## config.mk

```make
export PLATFORM = sky130hd
export DESIGN_NAME = pool_fmap_buffer_flat
export DESIGN_NICKNAME = d
export VERILOG_FILES = /design/src/rtl/pool_fmap_buffer_if.sv /design/src/rtl/pool_fmap_buffer.sv /design/src/flat_wrapper.sv
export SDC_FILE = /design/constraint.sdc
export NUM_CORES = 2
export LEC_CHECK = 0
export BUFFER_PORTS_ARGS = -buffer_cell sky130_fd_sc_hd__buf_4
export CAP_MARGIN = 10
export CORE_ASPECT_RATIO = 0.8
export CORE_UTILIZATION = 45
export CTS_BUF_LIST = sky130_fd_sc_hd__clkbuf_2 sky130_fd_sc_hd__clkbuf_4 sky130_fd_sc_hd__clkbuf_8
export CTS_CLUSTER_SIZE = 20
export DETAILED_ROUTE_END_ITERATION = 6
export PLACE_DENSITY_LB_ADDON = 0.3
export RECOVER_POWER = 50
export REMOVE_ABC_BUFFERS = 1
export SLEW_MARGIN = 10
export SYNTH_ARGS = -nofsm -noshare
export SYNTH_HDL_FRONTEND = slang
export SYNTH_SLANG_ARGS = --single-unit
```

## constraint.sdc

```tcl
create_clock -name clk -period 4.74 [get_ports clk]
set_input_delay 0.948 -clock clk [delete_from_list [all_inputs] [get_ports clk]]
set_output_delay 0.948 -clock clk [all_outputs]
set_load 0.02 [all_outputs]
```

## src/rtl/pool_fmap_buffer_if.sv

```systemverilog
// Stream bundle around the pooled feature-map buffer: valid-only pixel input
// and a single-word valid/ready flattened output.
interface pool_fmap_buffer_if #(
  parameter int unsigned CONV_BIT = 12
);
  logic                       valid_in;
  logic signed [CONV_BIT-1:0] data_in_1;
  logic signed [CONV_BIT-1:0] data_in_2;
  logic signed [CONV_BIT-1:0] data_in_3;
  logic signed [CONV_BIT-1:0] out_data;
  logic                       out_valid;
  logic                       out_ready;
  logic                       out_last;
  logic                       overflow;

  modport master (
    output valid_in, data_in_1, data_in_2, data_in_3, out_ready,
    input  out_data, out_valid, out_last, overflow
  );

  modport slave (
    input  valid_in, data_in_1, data_in_2, data_in_3, out_ready,
    output out_data, out_valid, out_last, overflow
  );
endinterface

```

## src/rtl/pool_fmap_buffer.sv

```systemverilog
// Two-bank ping-pong buffer: captures a 3-channel pooled frame from a raster
// stream and replays it in (ch, y, x) order as a valid/ready word stream.
module pool_fmap_buffer #(
  parameter int unsigned CONV_BIT   = 12,
  parameter int unsigned OUT_WIDTH  = 6,
  parameter int unsigned OUT_HEIGHT = 6
) (
  input logic               clk,
  input logic               rst_n,
  pool_fmap_buffer_if.slave bus
);

  localparam int unsigned PIX   = OUT_WIDTH * OUT_HEIGHT;
  localparam int unsigned PIX_W = (PIX > 1) ? $clog2(PIX) : 1;

  typedef enum logic [1:0] {
    BANK_EMPTY,
    BANK_FILLING,
    BANK_FULL,
    BANK_DRAINING
  } bank_st_t;

  typedef enum logic {
    RD_IDLE,
    RD_DRAIN
  } rd_st_t;

  // Storage: one array per channel, indexed [bank][pixel]; contents are not reset
  logic signed [CONV_BIT-1:0] r_mem_c1 [2][PIX];
  logic signed [CONV_BIT-1:0] r_mem_c2 [2][PIX];
  logic signed [CONV_BIT-1:0] r_mem_c3 [2][PIX];

  bank_st_t                   r_bank_st [2];
  logic                       r_wr_bank;
  logic [PIX_W-1:0]           r_wr_idx;
  rd_st_t                     r_rd_st;
  logic                       r_rd_bank;
  // Read index kept split as channel and in-channel address of the word in the output register
  logic [1:0]                 r_rd_ch;
  logic [PIX_W-1:0]           r_rd_addr;
  logic signed [CONV_BIT-1:0] r_out_data;
  logic                       r_out_valid;
  logic                       r_out_last;
  logic                       r_overflow;

  bank_st_t                   w_bank_st_nxt [2];
  logic                       w_wr_bank_nxt;
  logic [PIX_W-1:0]           w_wr_idx_nxt;
  rd_st_t                     w_rd_st_nxt;
  logic                       w_rd_bank_nxt;
  logic [1:0]                 w_rd_ch_nxt;
  logic [PIX_W-1:0]           w_rd_addr_nxt;
  logic signed [CONV_BIT-1:0] w_out_data_nxt;
  logic                       w_out_valid_nxt;
  logic                       w_out_last_nxt;
  logic                       w_overflow_nxt;

  logic                       w_fire_last;
  logic                       w_writable;
  logic                       w_wr_en;
  logic                       w_ld;
  logic [1:0]                 w_ld_ch;
  logic [PIX_W-1:0]           w_ld_addr;
  logic signed [CONV_BIT-1:0] w_rd_word;

  // State register
  always_ff @(posedge clk) begin
    if (!rst_n) begin
      r_bank_st[0] <= BANK_EMPTY;
      r_bank_st[1] <= BANK_EMPTY;
      r_wr_bank    <= 1'b0;
      r_wr_idx     <= '0;
      r_rd_st      <= RD_IDLE;
      r_rd_bank    <= 1'b0;
      r_rd_ch      <= 2'd0;
      r_rd_addr    <= '0;
      r_out_data   <= '0;
      r_out_valid  <= 1'b0;
      r_out_last   <= 1'b0;
      r_overflow   <= 1'b0;
    end else begin
      r_bank_st[0] <= w_bank_st_nxt[0];
      r_bank_st[1] <= w_bank_st_nxt[1];
      r_wr_bank    <= w_wr_bank_nxt;
      r_wr_idx     <= w_wr_idx_nxt;
      r_rd_st      <= w_rd_st_nxt;
      r_rd_bank    <= w_rd_bank_nxt;
      r_rd_ch      <= w_rd_ch_nxt;
      r_rd_addr    <= w_rd_addr_nxt;
      r_out_data   <= w_out_data_nxt;
      r_out_valid  <= w_out_valid_nxt;
      r_out_last   <= w_out_last_nxt;
      r_overflow   <= w_overflow_nxt;
    end
  end

  // Pixel write port
  always_ff @(posedge clk) begin
    if (w_wr_en) begin
      r_mem_c1[r_wr_bank][r_wr_idx] <= bus.data_in_1;
      r_mem_c2[r_wr_bank][r_wr_idx] <= bus.data_in_2;
      r_mem_c3[r_wr_bank][r_wr_idx] <= bus.data_in_3;
    end
  end

  // Word fetch for the output register
  always_comb begin
    w_rd_word = '0;
    case (w_ld_ch)
      2'd0:    w_rd_word = r_mem_c1[r_rd_bank][w_ld_addr];
      2'd1:    w_rd_word = r_mem_c2[r_rd_bank][w_ld_addr];
      default: w_rd_word = r_mem_c3[r_rd_bank][w_ld_addr];
    endcase
  end

  // Next-state: reader first, then writer so a same-edge free is seen as writable
  always_comb begin
    w_bank_st_nxt   = r_bank_st;
    w_wr_bank_nxt   = r_wr_bank;
    w_wr_idx_nxt    = r_wr_idx;
    w_rd_st_nxt     = r_rd_st;
    w_rd_bank_nxt   = r_rd_bank;
    w_rd_ch_nxt     = r_rd_ch;
    w_rd_addr_nxt   = r_rd_addr;
    w_out_data_nxt  = r_out_data;
    w_out_valid_nxt = r_out_valid;
    w_out_last_nxt  = r_out_last;
    w_overflow_nxt  = r_overflow;
    w_wr_en         = 1'b0;
    w_ld            = 1'b0;
    w_ld_ch         = r_rd_ch;
    w_ld_addr       = r_rd_addr;

    w_fire_last = (r_rd_st == RD_DRAIN) && r_out_valid && bus.out_ready &&
                  (r_rd_ch == 2'd2) && (r_rd_addr == PIX_W'(PIX - 1));

    case (r_rd_st)
      RD_IDLE: begin
        if (r_bank_st[r_rd_bank] == BANK_FULL) begin
          w_bank_st_nxt[r_rd_bank] = BANK_DRAINING;
          w_ld                     = 1'b1;
          w_ld_ch                  = 2'd0;
          w_ld_addr                = '0;
          w_rd_st_nxt              = RD_DRAIN;
        end
      end
      RD_DRAIN: begin
        if (w_fire_last) begin
          w_bank_st_nxt[r_rd_bank] = BANK_EMPTY;
          w_rd_bank_nxt            = ~r_rd_bank;
          w_rd_st_nxt              = RD_IDLE;
          w_out_valid_nxt          = 1'b0;
          w_out_last_nxt           = 1'b0;
        end else if (!r_out_valid || bus.out_ready) begin
          w_ld = 1'b1;
          if (r_rd_addr == PIX_W'(PIX - 1)) begin
            w_ld_addr = '0;
            w_ld_ch   = r_rd_ch + 2'd1;
          end else begin
            w_ld_addr = r_rd_addr + PIX_W'(1);
          end
        end
      end
      default: w_rd_st_nxt = RD_IDLE;
    endcase

    if (w_ld) begin
      w_rd_ch_nxt     = w_ld_ch;
      w_rd_addr_nxt   = w_ld_addr;
      w_out_data_nxt  = w_rd_word;
      w_out_valid_nxt = 1'b1;
      w_out_last_nxt  = (w_ld_ch == 2'd2) && (w_ld_addr == PIX_W'(PIX - 1));
    end

    w_writable = (r_bank_st[r_wr_bank] == BANK_EMPTY) ||
                 (r_bank_st[r_wr_bank] == BANK_FILLING) ||
                 (w_fire_last && (r_rd_bank == r_wr_bank));

    if (bus.valid_in) begin
      if (w_writable) begin
        w_wr_en = 1'b1;
        if (r_wr_idx == PIX_W'(PIX - 1)) begin
          w_bank_st_nxt[r_wr_bank] = BANK_FULL;
          w_wr_idx_nxt             = '0;
          w_wr_bank_nxt            = ~r_wr_bank;
        end else begin
          w_bank_st_nxt[r_wr_bank] = BANK_FILLING;
          w_wr_idx_nxt             = r_wr_idx + PIX_W'(1);
        end
      end else begin
        w_overflow_nxt = 1'b1;
      end
    end
  end

  assign bus.out_data  = r_out_data;
  assign bus.out_valid = r_out_valid;
  assign bus.out_last  = r_out_last;
  assign bus.overflow  = r_overflow;

endmodule

```

## src/flat_wrapper.sv

```systemverilog
// flat-port wrapper written by rule: the top's interface ports become plain ports
module pool_fmap_buffer_flat 
#(
  parameter int unsigned CONV_BIT   = 12,
  parameter int unsigned OUT_WIDTH  = 6,
  parameter int unsigned OUT_HEIGHT = 6
)
  (clk, rst_n, bus_valid_in, bus_data_in_1, bus_data_in_2, bus_data_in_3, bus_out_ready, bus_out_data, bus_out_valid, bus_out_last, bus_overflow);
  pool_fmap_buffer_if #(.CONV_BIT(CONV_BIT)) bus_i ();
  input logic clk;
  input logic rst_n;
  input wire logic [$bits(bus_i.valid_in)-1:0] bus_valid_in;
  input wire logic [$bits(bus_i.data_in_1)-1:0] bus_data_in_1;
  input wire logic [$bits(bus_i.data_in_2)-1:0] bus_data_in_2;
  input wire logic [$bits(bus_i.data_in_3)-1:0] bus_data_in_3;
  input wire logic [$bits(bus_i.out_ready)-1:0] bus_out_ready;
  output wire logic [$bits(bus_i.out_data)-1:0] bus_out_data;
  output wire logic [$bits(bus_i.out_valid)-1:0] bus_out_valid;
  output wire logic [$bits(bus_i.out_last)-1:0] bus_out_last;
  output wire logic [$bits(bus_i.overflow)-1:0] bus_overflow;
  assign bus_i.valid_in = bus_valid_in;
  assign bus_i.data_in_1 = bus_data_in_1;
  assign bus_i.data_in_2 = bus_data_in_2;
  assign bus_i.data_in_3 = bus_data_in_3;
  assign bus_i.out_ready = bus_out_ready;
  assign bus_out_data = bus_i.out_data;
  assign bus_out_valid = bus_i.out_valid;
  assign bus_out_last = bus_i.out_last;
  assign bus_overflow = bus_i.overflow;
  pool_fmap_buffer #(.CONV_BIT(CONV_BIT), .OUT_WIDTH(OUT_WIDTH), .OUT_HEIGHT(OUT_HEIGHT)) u_core (.clk(clk), .rst_n(rst_n), .bus(bus_i));
endmodule
```

==> flow_summary.ini <==
[run_status]
status = finished, violations left
failed_checks = design-rule violations, max-capacitance violations, max-slew violations

[power]
power.combinational.fraction = 0.015
switchingPower_mw = 9.31
ir_worst_vdd_mv = 0.343
internal_power_mw = 35.4
p_leak_nw = 35.4
power_per_cell_area_nw_per_um2 = 384
pwr-share-clk = 0.410
power.switching_fraction = 0.208
power.share.sequential = 0.575

[cts]
h-tree-depth = 5
cts_post_setup_buffers_inserted = 0
tritoncts_num_sinks = 2629
cts_inserted_buffers = 402
clockBufferDepth = 4
clk_pin_slew_worst_paths_ns = 0.06
clockRootBuffer = sky130_fd_sc_hd__clkbuf_8
worst_skew_pair.late_latency_ns = 1.00
cts_tree = done

[global_routing]
maximum_number_of_pins_on_one_net_before_global_route_repair = 103
global_route.overflow_total = 0
wire_length_of_the_first_global_routing_pass_mm = 410
grt_antenna_before_repair = 26
grt_pass1_vias = 54500
grt.total_usage = 0.255

[detailed_routing]
antenna_violating_nets_post_route = 0
route.detailed.drc = 2
drt_iter0_markers = 8085
detail_route.vias_per_cell = 6.16
wire_per_inst_um = 32.0
dr.pass1.iters = 7
wirelength_mm = 293
vias = 56300

[yosys]
synth-seq-area-share = 0.772
synth_cell_types = 91
async_reset_ff_frac = 0
synth_ff_type = sky130_fd_sc_hd__edfxtp_1
synthesis.area_um2 = 102000
synthesis.area_per_instance_um2 = 19.0
synth.most_common_cell = sky130_fd_sc_hd__edfxtp_1
synth_top_cells_by_area = sky130_fd_sc_hd__edfxtp_1 (76%), sky130_fd_sc_hd__mux4_2 (9.2%), sky130_fd_sc_hd__mux2i_1 (1.8%)
synth_top_area_share = 0.765
synth_enable_flop_cells = 2592
ys_ff_latch = 2629
synthesis.instances = 5370
synth_top_cells_by_count = sky130_fd_sc_hd__edfxtp_1 (2592), sky130_fd_sc_hd__nand2_1 (467), sky130_fd_sc_hd__mux4_2 (418), sky130_fd_sc_hd__mux2i_1 (179), sky130_fd_sc_hd__a21oi_1 (175)
yosysWarningCount = 0
synthDominantAreaCellType = sky130_fd_sc_hd__edfxtp_1

[worst_setup_path]
critPathLaunch = u_core.r_rd_addr[0]$_SDFFE_PN0P_
regToRegStartpoint = u_core.r_rd_addr[0]$_SDFFE_PN0P_
worst-r2r-cell-count = 11
critical_path_type = reg2reg
endpoint_kind = register
crit_path_end = u_core.bus.out_data[4]$_SDFFE_PN0P_
cp_data_required_time_ns = 5.59
setup.worst_path.start_class = register
r2r-end = u_core.bus.out_data[4]$_SDFFE_PN0P_
r2r_slack_ns = 0.03
cp_data_arrival_time_ns = 5.55
worst-path-max-fanout = 21

[sta]
maxClockFrequency_mhz = 212
drv_slew = 2612
report.final.hold_viol_count = 0
final.min_clock_period_ns = 4.71
worst_clock_skew_ns = 0.0876
fin_crit_sh = 0.993
grt_setup_unrepaired = true
report.final.setup_viol = 0
worst_slew_pin_slew_ns = 4.51
max-slew-margin-rel = -2.01
final.hold.worst_slack_ns = 0.319

[cells_and_area]
area.growth.synth_to_final_pct = 14.2
finalNonFillerCells = 9149
util_after_layout = 0.519
drive_above_1_share = 0.252
final_nets = 5884

[floorplanning]
die_height_um = 427
floorplan.die_area_um2 = 228000
start_util = 0.454
floorplan.rows = 155
dieWidth_um = 534
core_region_area_um2 = 224000
boundaryPins = 55

[job]
timing.max_cap.violations = 37

[placement]
dpl.cell_count = 8419
dpl.hpwl_mm = 168
place.gp.congestion = 0.916
io_buffers = 54

[hold_path]
hp-class = in2reg
power groups by stage:
| stage | Clock [mW] | Sequential [mW] | Combinational [mW] |
|---|---|---|---|
| after global routing | 19.5 | 25.7 | 0.710 |
| after CTS | 18.5 | 25.6 | 0.679 |
| after floorplan | 0 | 26.1 | 0.106 |
| after global placement | 0 | 26.1 | 0.652 |
| final | 18.3 | 25.7 | 0.680 |
| after detailed placement | 0 | 26.1 | 0.679 |
per-layer routing:
metal,global-route usage,up-vias,wire [um]
li1,-,23000,-
met1,0.364,29200,118000
met2,0.364,3680,126000
met3,0.0997,443,41700
met4,0.0702,14,7040
met5,0,-,269
worst min path at each step:
stage	slack, ns	to	start	depth (start not counted)
global placement	0.45	u_core.bus.overflow$_SDFFE_PN0P_	u_core.bus.overflow$_SDFFE_PN0P_	2
floorplan	0.50	u_core.r_bank_st[1]$_SDFF_PN0_	u_core.r_wr_bank$_SDFFE_PN0P_	2
finish	0.32	u_core.bus.overflow$_SDFFE_PN0P_	bus_valid_in	3
detailed placement	0.47	u_core.bus.overflow$_SDFFE_PN0P_	u_core.bus.overflow$_SDFFE_PN0P_	2
global route	0.29	u_core.bus.overflow$_SDFFE_PN0P_	bus_valid_in	3
CTS	0.24	u_core.bus.overflow$_SDFFE_PN0P_	bus_valid_in	3
area by class of cell:
class                   count  area, um^2
diodes                     16        40.0
well taps                2983        3730
clock buffers             583        6970
multi-input cells        2415       22300
flip-flops and latches   2629       78600
inverters                   9        33.8
clock inverters           130         743
fillers                 17700      108000
repair buffers            384        3820
worst max-delay path, stage by stage (launching register included):
cell,delay [ns]
sky130_fd_sc_hd__dfxtp_2,0.50
sky130_fd_sc_hd__ha_1,0.34
sky130_fd_sc_hd__nand4b_1,0.22
sky130_fd_sc_hd__o211a_1,0.38
sky130_fd_sc_hd__o2bb2ai_4,0.44
sky130_fd_sc_hd__and2_4,0.48
sky130_fd_sc_hd__buf_4,0.38
sky130_fd_sc_hd__a221oi_1,0.18
sky130_fd_sc_hd__nor3_1,0.57
sky130_fd_sc_hd__o2111ai_1,0.52
sky130_fd_sc_hd__a22oi_1,0.39
sky130_fd_sc_hd__a31oi_1,0.12
timing repair:
item | 4_1_cts | 5_1_grt
hold buffers | 0 | 0
pin swaps | 1 | 7
setup endpoints to repair | 3 | 16
resized for setup | 3 | 13
placed cells by master, fill, tap and decap left out, types with 12 or more instances in the layout:
master,count
sky130_fd_sc_hd__o2bb2ai_1,12
sky130_fd_sc_hd__nand2_1,467
sky130_fd_sc_hd__nand4_1,35
sky130_fd_sc_hd__mux4_2,418
sky130_fd_sc_hd__clkinv_2,30
sky130_fd_sc_hd__nor2b_1,71
sky130_fd_sc_hd__o21ai_0,43
sky130_fd_sc_hd__nor3b_1,33
sky130_fd_sc_hd__o211ai_1,15
sky130_fd_sc_hd__edfxtp_1,2592
sky130_fd_sc_hd__buf_12,89
sky130_fd_sc_hd__clkbuf_1,51
sky130_fd_sc_hd__diode_2,16
sky130_fd_sc_hd__dfxtp_1,34
sky130_fd_sc_hd__nor2_1,112
sky130_fd_sc_hd__buf_4,242
sky130_fd_sc_hd__nor3_1,25
sky130_fd_sc_hd__clkbuf_8,414
sky130_fd_sc_hd__nand3_1,146
sky130_fd_sc_hd__a211oi_1,105
sky130_fd_sc_hd__a22oi_1,40
sky130_fd_sc_hd__clkbuf_4,169
sky130_fd_sc_hd__and3_1,30
sky130_fd_sc_hd__a221oi_1,36
sky130_fd_sc_hd__mux2i_1,179
sky130_fd_sc_hd__mux2_2,37
sky130_fd_sc_hd__nor4b_1,12
sky130_fd_sc_hd__a21oi_1,172
sky130_fd_sc_hd__o22ai_1,66
sky130_fd_sc_hd__nor3_2,16
sky130_fd_sc_hd__o2111ai_1,31
sky130_fd_sc_hd__nor2_4,59
sky130_fd_sc_hd__clkinv_1,77
sky130_fd_sc_hd__a31oi_1,58
metrics by stage:
step	total power, mW	TNS [ns]	setup slack [ns]	cell area, um^2
finish	44.7	0	0.0324	116000
global route	45.9	-0.0303	-0.0303	116000
CTS	44.8	0	0.0106	116000
detailed placement	26.8	-1.43	-0.411	109000
global placement	26.7	-1.19	-0.346	109000
floorplan	26.2	-704.85	-40.49	100000
flip-flops by register name (all words and copies together), names as in the netlist, named ones only:
| name | cells |
|---|---|
| u_core.r_bank_st | 4 |
| u_core.r_rd_st | 1 |
| u_core.r_mem_c3 | 864 |
| u_core.r_mem_c1 | 864 |
| u_core.r_wr_bank | 1 |
| u_core.r_rd_addr | 6 |
| u_core.bus.overflow | 1 |
| u_core.bus.out_valid | 1 |
| u_core.bus.out_last | 1 |
| u_core.bus.out_data | 12 |
| u_core.r_rd_bank | 1 |
| u_core.r_rd_ch | 2 |
| u_core.r_mem_c2 | 864 |
| u_core.r_wr_idx | 6 |
cells by family (layout without fill, tap and decap cells):
kind of cell | Yosys count | count (layout) | share of synthesized area
compound gates | 686 | 686 | 0.0467
xor+xnor | 5 | 5 | 0.000430
fa+ha+maj | 3 | 3 | 0.000369
buf+inv | 326 | 1106 | 0.0159
flops | 2629 | 2629 | 0.772
mux | 634 | 634 | 0.114
other cells | 0 | 16 | 0
simple gates | 1087 | 1087 | 0.0504
No activity file was read; power rests on OpenSTA's default activity.
